File: src/rtl/pipeline_cpu_fetch.sv
// pipeline_cpu_fetch: IF stage owning the PC, imem ready handshake and IF/ID register.
// Define FETCH_PERF_CNT_EN to add perf_fetched/perf_bubbles counters.
module pipeline_cpu_fetch #(
  parameter logic [31:0] RESET_PC = 32'h0000_0000,
  parameter logic [31:0] NOP_INSTR = 32'h0000_0000
) (
  input  logic        clk,
  input  logic        rst,
  input  logic        stall,
  input  logic        redirect,
  input  logic [31:0] redirect_target,
  output logic [31:0] imem_addr,
  output logic        imem_req,
  input  logic [31:0] imem_rdata,
  input  logic        imem_ready,
  output logic        id_valid,
  output logic [31:0] id_pc,
  output logic [31:0] id_pc_plus4,
`ifdef FETCH_PERF_CNT_EN
  output logic [31:0] id_instruction,
  output logic [31:0] perf_fetched,
  output logic [31:0] perf_bubbles
`else
  output logic [31:0] id_instruction
`endif
);
  typedef enum logic {FETCH, HOLD} state_t;
  state_t state, nextState;
  logic [31:0] pc, holdBuf, loadData, target;
  logic load, bubble, capture;
  always_ff @(posedge clk)
    if (rst) state <= FETCH;
    else state <= nextState;
  always_comb
    nextState = redirect ? FETCH :
                (state == HOLD) ? (stall ? HOLD : FETCH) :
                (imem_ready && stall) ? HOLD : FETCH;
  always_comb begin
    imem_addr = pc;
    imem_req = (state == FETCH) && !rst;
    target = redirect_target & ~32'd3;
    load = !redirect && !stall && (state == HOLD || imem_ready);
    bubble = redirect || (state == FETCH && !imem_ready && !stall);
    capture = !redirect && stall && state == FETCH && imem_ready;
    loadData = (state == HOLD) ? holdBuf : imem_rdata;
  end
  always_ff @(posedge clk)
    if (rst) begin
      pc <= RESET_PC;
      holdBuf <= '0;
      id_valid <= 1'b0;
      id_pc <= '0;
      id_pc_plus4 <= '0;
      id_instruction <= NOP_INSTR;
    end else begin
      if (redirect) pc <= target;
      else if (load) pc <= pc + 32'd4;
      if (capture) holdBuf <= imem_rdata;
      if (load) {id_valid, id_pc, id_pc_plus4, id_instruction} <= {1'b1, pc, pc + 32'd4, loadData};
      else if (bubble) begin
        id_valid <= 1'b0;
        id_instruction <= NOP_INSTR;
      end
    end
`ifdef FETCH_PERF_CNT_EN
  always_ff @(posedge clk)
    if (rst) begin
      perf_fetched <= '0;
      perf_bubbles <= '0;
    end else begin
      if (load) perf_fetched <= perf_fetched + 32'd1;
      if (bubble) perf_bubbles <= perf_bubbles + 32'd1;
    end
`endif
endmodule
File: config.mk
export PLATFORM = sky130hd
export DESIGN_NAME = pipeline_cpu_fetch
export DESIGN_NICKNAME = d
export VERILOG_FILES = /design/src/rtl/pipeline_cpu_fetch.sv
export SDC_FILE = /design/constraint.sdc
export NUM_CORES = 1
export LEC_CHECK = 0
export ABC_AREA = 1
export CORE_AREA = 3 3 117 119
export CTS_BUF_LIST = sky130_fd_sc_hd__clkbuf_4 sky130_fd_sc_hd__clkbuf_8
export DETAILED_ROUTE_END_ITERATION = 10
export DIE_AREA = 0 0 120 122
export GPL_TIMING_DRIVEN = 0
export PLACE_DENSITY = 0.82
export SLEW_MARGIN = 25
export SYNTH_ARGS = -nofsm -noshare
export SYNTH_HDL_FRONTEND = slang
export SYNTH_SLANG_ARGS = --single-unit
File: constraint.sdc
create_clock -name clk -period 2.8 [get_ports clk]
set_input_delay 0.56 -clock clk [delete_from_list [all_inputs] [get_ports clk]]
set_output_delay 0.56 -clock clk [all_outputs]
set_load 0.01 [all_outputs]
### Word level (Yosys, flattened, before mapping)

Cells that the tools add are included.
Widths: inputs -> output; s select.

* add/sub/neg operators: 1
* mux-type cells: 10
* bitwise operators: 1
* reduce and logical (&&, ||, !) cells: 18

Operator list (count)
* $mux 32: 5
* $add 32x3->32 const B: 1
* $logic_and 1x1->1: 9
* $mux 1: 5
* $logic_not 1->1: 4
* $reduce_bool 2->1: 2
* $logic_or 1x1->1: 2
* $reduce_or 2->1: 1
* $not 1->1: 1

* output and inout port bits: 130
* logic and storage cells: 38
* input port bits: 69
* flip-flop bits (word level): 162

### Logic depth before layout (Yosys ltp)

Gate-level depths: netlist (run 1).

* word-level depth: 6
* depth in mapped cells: 9
* mapped depth without buffers: 9

### Least setup slack after synthesis (run 1)

Ideal clock, no wire load.

* path type: input port to output port
* from: input port rst
* to: output port imem_req
* arrival time: 1208 ps
* setup slack: 1032 ps
* required time: 2240 ps
* path buffers: 2
* stages on the path: 3
* cells stage by stage: clkbuf_1 -> buf_1 -> nor2_1

* longest elaborated chain between the ends: 2

Ends and longest elaborated chain
* start, declared: RTL line 8 `input logic rst,`
* $logic_not 1->1: RTL line 40 `imem_req = (state == FETCH) && !rst;`
* $logic_and 1x1->1: RTL line 40
* end, declared: RTL line 13 `output logic imem_req,`

Every way passes these cells.

### Final worst setup path (run 1)

Same ends and word-level chain as after synthesis.

==> flow_metrics.tcl, run 1 <==
set metrics [dict create \
    slew_violations 0 \
    slowest_stage "clkdlybuf4s50_1" \
    skew_ns 0.00811 \
    end_kind "output pin" \
    slew_headroom_pct 59.1 \
    ant_nets 0 \
    reg2reg_slack_ns 0.97 \
    core_area_sq_mm 0.0127 \
    synth_top_cell_area_share_pct 47.6 \
    reg2reg_to "imem_addr[24]$_SDFFE_PP0P_" \
    utilization_pct 71.6 \
    initialDrtViolationCount 780 \
    powerDensity_mw_per_mm2 511 \
    total_power_mw 4.63 \
    fmax_mhz 396 \
    netlist_top_cells_area "dfxtp_1 48%, nand2_1 12%, o21ai_0 9.6%, a21oi_1 8.2%, nand3_1 5.3%" \
    rsz0062_at_grt "no" \
    layout_commonest_cell "nand2_1" \
    p_sw_mw 1.20 \
    h-tree-depth 4 \
    min_period_over_period_pct 90.3 \
    ys_ff_latch 156 \
    dp.cells 1266 \
    vias 6913 \
    r2r-start "imem_addr[3]$_SDFFE_PP0P_" \
    routedWlPerCell_um 16.0 \
    path_class "input port to output pin" \
    arrival_ns 1.97 \
    gp_congestion 0.952 \
    numCtsBuffers 17 \
    io-pin-count 199 \
    peakVddDrop_mv 0.316 \
    setup-tns-final_ns 0 \
    grt_pass1_wl_mm 32.9 \
    clockPowerShare_pct 35.5 \
    rr_worst_depth 9 \
    dieArea_sq_mm 0.0146 \
    p_leak_nw 3.49 \
    mostFrequentLayoutCells "205 x nand2_1, 189 x clkdlybuf4s50_1, 156 x dfxtp_1, 126 x o21ai_0, 107 x a21oi_1" \
    sequentialPowerShare_pct 51.4 \
    finalNonFillerCells 1298 \
    grt-ovfl-total 0 \
    synth.avg_cell_area_sq_um 7.30 \
    synth_cells 899 \
    ys_seq_area_share_pct 47.6 \
    antenna_found_initial 1 \
    maxCapViolCount 0 \
    num-nets-final 1182 \
    cts.clk_slew.worst_paths_ns 0.08 \
    worstMarginPinSlew_ns 0.614 \
    initial_core_util_pct 51.8 \
    swShare_pct 25.9 \
    fp.dieW_um 120 \
    yosysTopAreaCell "dfxtp_1" \
    row_count 41 \
    grt_max_degree 17 \
    setup_viol 0 \
    cp-start-kind "input port" \
    yosysUniqueCellTypes 29 \
    max_stage_delay_ns 0.52 \
    hold_viol 0 \
    critPathMaxFanout 12 \
    netlist_area_sq_mm 0.00656 \
    ys_warn_count 0 \
    cts_hold_buffers 0 \
    comb_power_share_pct 13.1 \
    hp-class "register to register" \
    drive_gt1_share_pct 6.67 \
    wirelength_mm 20.8 \
    cts_sinks 156 \
    cp.required_ns 2.24 \
    finalCriticalPeriod_ns 2.53 \
    clockBufferDepth 2 \
    cp_cell_sequence "dlygate4sd2_1, buf_2, nor2_1, clkdlybuf4s50_1" \
    status "completed" \
    via_per_inst 5.33 \
    p_int_mw 3.43 \
    first_pass_iters 6 \
    die_h_um 122 \
    cts_tree "built" \
    drcViolationCount 0 \
    dpl.hpwl_mm 15.4 \
    track_usage_pct 28.2 \
    critPathLaunch "rst" \
    area_delta_synth_final_pct 38.3 \
    clockRootBuffer "clkbuf_8" \
    grt_pass1_vias 6462 \
    io_buffers 190 \
    endpoint "imem_req" \
    clock_latency_ns 0.46 \
]
## worst max-delay path, delay by kind of cell
family        cells  cell delay (ns)
buf+inv           3             1.34
simple gates      1             0.06
## repair_timing
item	4_1_cts	5_1_grt
buffers inserted	0	0
setup endpoints to repair	1	0
gates resized for setup	2	0
hold endpoints to repair	0	0
## power groups by stage
stage | clock, mW | combinational (mW) | sequential, mW
after floorplan | 0 | 0.250 | 2.45
after global placement | 0 | 0.594 | 2.43
after detailed placement | 0 | 0.604 | 2.43
after CTS | 1.65 | 0.607 | 2.38
after global routing | 1.75 | 0.666 | 2.39
final | 1.64 | 0.609 | 2.38
## cell families after synthesis
| logic type | after synthesis | synth area share (%) |
|---|---|---|
| flops | 156 | 47.6 |
| buf+inv | 139 | 8.75 |
| compound gates | 244 | 19.0 |
| simple gates | 341 | 21.9 |
| fa+ha+maj | 1 | 0.191 |
| xor+xnor | 5 | 0.667 |
| mux | 12 | 1.83 |
| other cells | 1 | 0.0572 |
## sequential cells by signal (all words and copies together) (netlist names)
register,flops
holdBuf,32
id_instruction,32
id_pc,30
id_pc_plus4,30
imem_addr,30
id_valid,1
state,1
## through the flow
step                instance area (sq um)  hold WS (ns)  setup slack, ns
floorplan                            6580         0.445             1.03
CTS                                  9070         0.470            0.254
global placement                     8700         0.451           -0.322
global route                         9080         0.482            0.187
finish                               9080         0.469            0.272
detailed placement                   8700         0.458           -0.338
## worst min path at each step
stage / startpoint / to / slack [ns] / depth (start not counted)
after CTS: id_pc_plus4[10]$_SDFFE_PP0P_ / id_pc_plus4[10]$_SDFFE_PP0P_ / 0.47 / 2
after global placement: holdBuf[11]$_SDFFE_PP0P_ / holdBuf[11]$_SDFFE_PP0P_ / 0.45 / 2
after floorplan: holdBuf[10]$_SDFFE_PP0P_ / holdBuf[10]$_SDFFE_PP0P_ / 0.45 / 2
final: id_pc_plus4[4]$_SDFFE_PP0P_ / id_pc_plus4[4]$_SDFFE_PP0P_ / 0.47 / 2
after global routing: holdBuf[31]$_SDFFE_PP0P_ / holdBuf[31]$_SDFFE_PP0P_ / 0.48 / 2
after detailed placement: id_pc_plus4[10]$_SDFFE_PP0P_ / id_pc_plus4[10]$_SDFFE_PP0P_ / 0.46 / 2
## synthesized netlist by cell type
cell type,instances
buf_2,15
o21ai_0,126
conb_1,1
xor2_1,1
nor2_1,50
mux2i_1,12
ha_1,1
nor3_1,1
xnor2_1,4
a21oi_1,107
a31oi_1,9
and2_1,2
nor2_4,4
clkbuf_1,35
inv_2,5
dfxtp_1,156
o31ai_1,1
nand3b_1,1
nand3_1,69
buf_4,7
nor2_2,6
buf_6,1
nand2_1,205
nand2_4,1
inv_1,75
buf_1,1
nand3_2,1
nand2_2,1
o21ai_4,1
## final cells by class
class	instances	area [sq um]
flip-flops and latches	156	3120
clock buffers	25	319
plain buffers	58	272
diodes	1	2.50
multi-input cells	609	2880
well taps	172	215
inverters	80	300
fillers	1084	3590
repair buffers	190	1900
clock inverters	7	62.6
## metal layers
layer | GRT usage (%) | vias to the layer above | routed length, um
met5 | 0 | - | 0
met4 | 11.6 | 0 | 562
met3 | 7.24 | 42 | 1750
met2 | 45.2 | 332 | 9640
met1 | 36.5 | 3174 | 8840
li1 | - | 3365 | -
Power figures use the tool's default switching activity.
==> run 2, diff against run 1 <==
--- a/config.mk
+++ b/config.mk
@@ -8,6 +8,7 @@
 export ABC_AREA = 1
 export CORE_AREA = 3 3 117 119
 export CTS_BUF_LIST = sky130_fd_sc_hd__clkbuf_4 sky130_fd_sc_hd__clkbuf_8
+export CTS_CLUSTER_SIZE = 10
 export DETAILED_ROUTE_END_ITERATION = 10
 export DIE_AREA = 0 0 120 122
 export GPL_TIMING_DRIVEN = 0
==> results of run 2 <==
Same layout as run 1: the final DEF is identical, and so are final timing and power.
